$ cat src/rtl/imm_extend_unit.sv
// Immediate extension unit: extends a raw immediate by mode at input acceptance and holds
// results in a 2-entry in-order buffer with valid/ready handshakes on both sides.
module imm_extend_unit #(
    parameter int unsigned IN_W  = 16,
    parameter int unsigned OUT_W = 32
) (
    input  logic             clk_i,
    input  logic             rst_i,
    input  logic             in_valid_i,
    output logic             in_ready_o,
    input  logic [IN_W-1:0]  in_data_i,
    input  logic [2:0]       in_mode_i,
    output logic             out_valid_o,
    input  logic             out_ready_i,
    output logic [OUT_W-1:0] out_data_o,
    output logic             out_err_o,
    output logic [15:0]      ext_count_o
);

    typedef enum logic [1:0] {StEmpty, StOne, StFull} state_e;

    state_e             state_q, state_d;
    logic [OUT_W-1:0]   head_data_q, head_data_d;
    logic [OUT_W-1:0]   tail_data_q, tail_data_d;
    logic               head_err_q, head_err_d;
    logic               tail_err_q, tail_err_d;
    logic [15:0]        count_q, count_d;

    logic               push, pop;
    logic [OUT_W-1:0]   sext_full, zext_full, sext_byte, zext_byte;
    logic [OUT_W-1:0]   ext_data;
    logic               ext_err;

    // Extension of the offered immediate; only captured when the entry is accepted.
    always_comb begin
        sext_full = OUT_W'($signed(in_data_i));
        zext_full = OUT_W'(in_data_i);
        sext_byte = OUT_W'($signed(in_data_i[7:0]));
        zext_byte = OUT_W'(in_data_i[7:0]);
        ext_data  = '0;
        ext_err   = 1'b0;
        case (in_mode_i)
            3'd0:    ext_data = sext_full;
            3'd1:    ext_data = zext_full;
            3'd2:    ext_data = zext_full << (OUT_W - IN_W);
            3'd3:    ext_data = sext_byte;
            3'd4:    ext_data = zext_byte;
            3'd5:    ext_data = sext_full << 2;
            default: begin
                ext_data = '0;
                ext_err  = 1'b1;
            end
        endcase
    end

    always_ff @(posedge clk_i or posedge rst_i) begin
        if (rst_i) begin
            state_q     <= StEmpty;
            head_data_q <= '0;
            head_err_q  <= 1'b0;
            tail_data_q <= '0;
            tail_err_q  <= 1'b0;
            count_q     <= '0;
        end else begin
            state_q     <= state_d;
            head_data_q <= head_data_d;
            head_err_q  <= head_err_d;
            tail_data_q <= tail_data_d;
            tail_err_q  <= tail_err_d;
            count_q     <= count_d;
        end
    end

    always_comb begin
        push        = in_valid_i && in_ready_o;
        pop         = out_valid_o && out_ready_i;
        state_d     = state_q;
        head_data_d = head_data_q;
        head_err_d  = head_err_q;
        tail_data_d = tail_data_q;
        tail_err_d  = tail_err_q;
        count_d     = pop ? count_q + 16'd1 : count_q;
        case (state_q)
            StEmpty: begin
                if (push) begin
                    head_data_d = ext_data;
                    head_err_d  = ext_err;
                    state_d     = StOne;
                end
            end
            StOne: begin
                if (push && pop) begin
                    // Head drains while the new entry takes its place.
                    head_data_d = ext_data;
                    head_err_d  = ext_err;
                end else if (push) begin
                    tail_data_d = ext_data;
                    tail_err_d  = ext_err;
                    state_d     = StFull;
                end else if (pop) begin
                    state_d = StEmpty;
                end
            end
            StFull: begin
                if (pop) begin
                    head_data_d = tail_data_q;
                    head_err_d  = tail_err_q;
                    state_d     = StOne;
                end
            end
            default: state_d = StEmpty;
        endcase
    end

    // Outputs come from registered state only, so in_ready_o never sees out_ready_i.
    always_comb begin
        in_ready_o  = (state_q != StFull);
        out_valid_o = (state_q != StEmpty);
        out_data_o  = head_data_q;
        out_err_o   = head_err_q;
        ext_count_o = count_q;
    end

endmodule

$ cat config.mk
export PLATFORM = sky130hd
export DESIGN_NAME = imm_extend_unit
export DESIGN_NICKNAME = d
export VERILOG_FILES = /design/src/rtl/imm_extend_unit.sv
export SDC_FILE = /design/constraint.sdc
export NUM_CORES = 1
export LEC_CHECK = 0
export CELL_PAD_IN_SITES_DETAIL_PLACEMENT = 1
export CELL_PAD_IN_SITES_GLOBAL_PLACEMENT = 2
export CORE_UTILIZATION = 34
export DETAILED_ROUTE_END_ITERATION = 10
export PLACE_DENSITY = 0.84
export REMOVE_ABC_BUFFERS = 1
export SLEW_MARGIN = 30
export SYNTH_ARGS = -nofsm -noshare
export SYNTH_HDL_FRONTEND = slang
export SYNTH_SLANG_ARGS = --single-unit
$ cat constraint.sdc
create_clock -name clk_i -period 2.9 [get_ports clk_i]
set_clock_uncertainty 0.15 [all_clocks]
set_input_delay 0.29 -clock clk_i [delete_from_list [all_inputs] [get_ports clk_i]]
set_output_delay 0.29 -clock clk_i [all_outputs]
set_load 0.02 [all_outputs]
==> out/qor.yml <==
cap_violations: 0
register_area_mm2: 0.00210
grt_first_pass_wirelength_um: 18100
clock_latency_ps: 340
crit_path_start_kind: "register"
synth-edff-count: 0
netlist_area_mm2: 0.00445
area_growth_pct: 26.0
period_minus_slack_ps: 2300
setup_viol: 0
vdd.ir_drop.worst_mv: 0.256
crit_family: "buffers and inverters"
initial_core_util_pct: 35.1
fp.dieW_um: 116
worst_r2r_startpoint: "state_q[1]"
synthCells: 429
cts_tree: "yes"
slew_violations: 0
slew_headroom_pct: 42.6
cts_buffer_depth: 2
worst_r2r_path_depth: 7
grt.busiest_layer: "met2"
synth_ff_type: "dfrtp_1"
die_h_um: 116
cts.sinks: 84
ios: 74
drtIter0Drc: 149
cp_max_fo: 9
cpPeakStageDelay_ps: 620
path_cells: "nor2b_1 > buf_4 > inv_2 > clkdlybuf4s50_1"
r2r_slack_ps: 870
ant_nets: 0
synth.yosys.seq_area_share_pct: 47.3
first_global_vias: 3525
p_int_uw: 2890
rsz0062_at_grt: "false"
post-route-drc-count: 0
critPathArrivalTime_ps: 1860
cts-resized-gates: 0
p_clk_share_pct: 27.7
grt_max_degree: 68
n_antenna_cell: 0
design.die.area_mm2: 0.0135
via_per_inst: 5.31
use_met2_pct: 28.8
yosys_warnings: 0
hold-worst-slack_ps: 156
crit_slowest_cell: "clkdlybuf4s50_1"
fmax_ghz: 0.435
setup-tns-final_ps: 0
hpwl_um: 7410
fp-row-count: 41
ys_ff_latch: 84
switching_share_pct: 32.1
fin_util_pct: 44.2
vias: 3526
wire_per_inst_um: 16.6
grtUsageMet3_pct: 2.44
grtUsageMet1_pct: 22.3
fp.coreArea_mm2: 0.0127
tightest_slew_ps: 860
nNetsFinal: 512
finalCritPeriodShare_pct: 79.3
port_buffers: 73
powerDensity_mw_per_mm2: 760
p_seq_share_pct: 41.4
hp-class: "in2async"
root_buffer: "clkbuf_16"
outcome: "completed"
placed_cell_area_mm2: 0.00530
antenna_found_initial: 0
p_leak_uw: 0.00249
power_frac_comb_pct: 30.9
post_cts_buffers: 0
place_congestion: 0.727
r2r-end: "out_data_o[3]"
synthDistinctLibCells: 49
final_cell_mix: "84 x dfrtp_1, 73 x clkdlybuf4s50_1, 64 x nor2_1"
dr.pass1.iters: 4
p_sw_uw: 1370
cts_hold_buf: 0
multi_input_comb_area_mm2: 0.00206
htreeDepth: 3
critPathKind: "reg2out"
drive_above_1_share_pct: 14.2
final_area_mm2: 0.00560
critPathRequiredTime_ps: 2460
ys_async_sr_fraction_pct: 100
cp_num_buf_inv: 3
grt.total_usage_pct: 17.2
cts_buffers: 9
gr-total-overflow: 0
final_common_cell: "dfrtp_1"
fillerInstances: 1397
cp-end-kind: "output pin"
hold_violations: 0
avgSynthCellArea_um2: 10.4
wirelength_um: 11000
path_clk_slew_ps: 60
==> per-stage QoR <==
stage                     total power (uW)  cells  setup slack, ps
after global placement                3060    649              469
after floorplan                       2490    391            -1610
after detailed placement              3120    649              406
after global routing                  4500    664              565
after CTS                             4320    664              595
final                                 4260    664              601
==> power by group through the flow <==
stage / sequential, uW / clock, uW / combinational [uW]
CTS: 1770 / 1220 / 1340
detailed placement: 1790 / 0 / 1330
global route: 1810 / 1260 / 1430
global placement: 1770 / 0 / 1300
floorplan: 1940 / 0 / 552
finish: 1760 / 1180 / 1310
==> cells by family after synthesis <==
kind of cell | Yosys count | synth area share (%)
XOR/XNOR | 15 | 2.96
adder cells (fa/ha/maj) | 1 | 0.281
flip-flops | 84 | 47.3
AO/OA/AOI/OAI | 134 | 23.0
AND/OR/NAND/NOR | 126 | 15.1
buffers and inverters | 53 | 6.73
multiplexers | 16 | 4.62
==> state kept, by name (all words and copies together), names as in the netlist <==
name         count
ext_count_o     16
out_data_o      32
out_err_o        1
state_q          2
tail_data_q     32
tail_err_q       1
==> cells in the mapped netlist, types with 2 or more instances <==
master    count  area (um^2)
a211oi_1     31          233
a211oi_2     13          163
a21o_1       29          218
a21oi_1      36          180
a221oi_1      2         17.5
a221oi_2      5         75.1
and3_1        3         18.8
and3b_1       2         17.5
and4_1        2         17.5
and4b_1       3         30.0
buf_2        17         85.1
buf_4         9         67.6
buf_6         6         67.6
clkbuf_1      6         22.5
dfrtp_1      84         2100
inv_1        14         52.6
mux2_2        8         90.1
mux2_4        7          105
nand2_1      12         45.0
nand3_1       5         25.0
nand3b_1      7         52.6
nand4_1       4         25.0
nand4b_1      6         52.6
nor2_1       64          240
nor3_1        4         20.0
nor3b_1       3         22.5
o21ai_0       7         35.0
o311a_1       6         60.1
xnor2_1      10         87.6
xor2_1        5         43.8
==> per-layer routing <==
layer,wire [um],up-vias
met5,0,-
met4,191,0
met3,270,14
met2,5350,46
met1,5190,1804
li1,-,1662
==> how the worst max path moves through the flow <==
| stage | startpoint | to | slack, ps | cells past startpoint |
|---|---|---|---|---|
| 6_report | state_q[1] | in_ready_o | 600 | 4 |
| 5_1_grt | state_q[1] | in_ready_o | 570 | 4 |
| 4_1_cts | state_q[1] | in_ready_o | 590 | 4 |
| 3_3_place_gp | in_mode_i[1] | out_data_o[21] | 470 | 5 |
| 2_1_floorplan | state_q[1] | tail_data_q[19] | -1610 | 3 |
| 3_5_place_dp | in_mode_i[1] | out_data_o[21] | 410 | 5 |
==> final cells by class <==
cell class | instances | area share [%]
sequential | 84 | 37.5
multi-input combinational | 292 | 36.7
timing repair buffer | 86 | 15.5
clock buffer | 14 | 4.89
tap | 172 | 3.84
inverter | 15 | 1.03
clock inverter | 1 | 0.536
(Power assumes the default switching activity.)
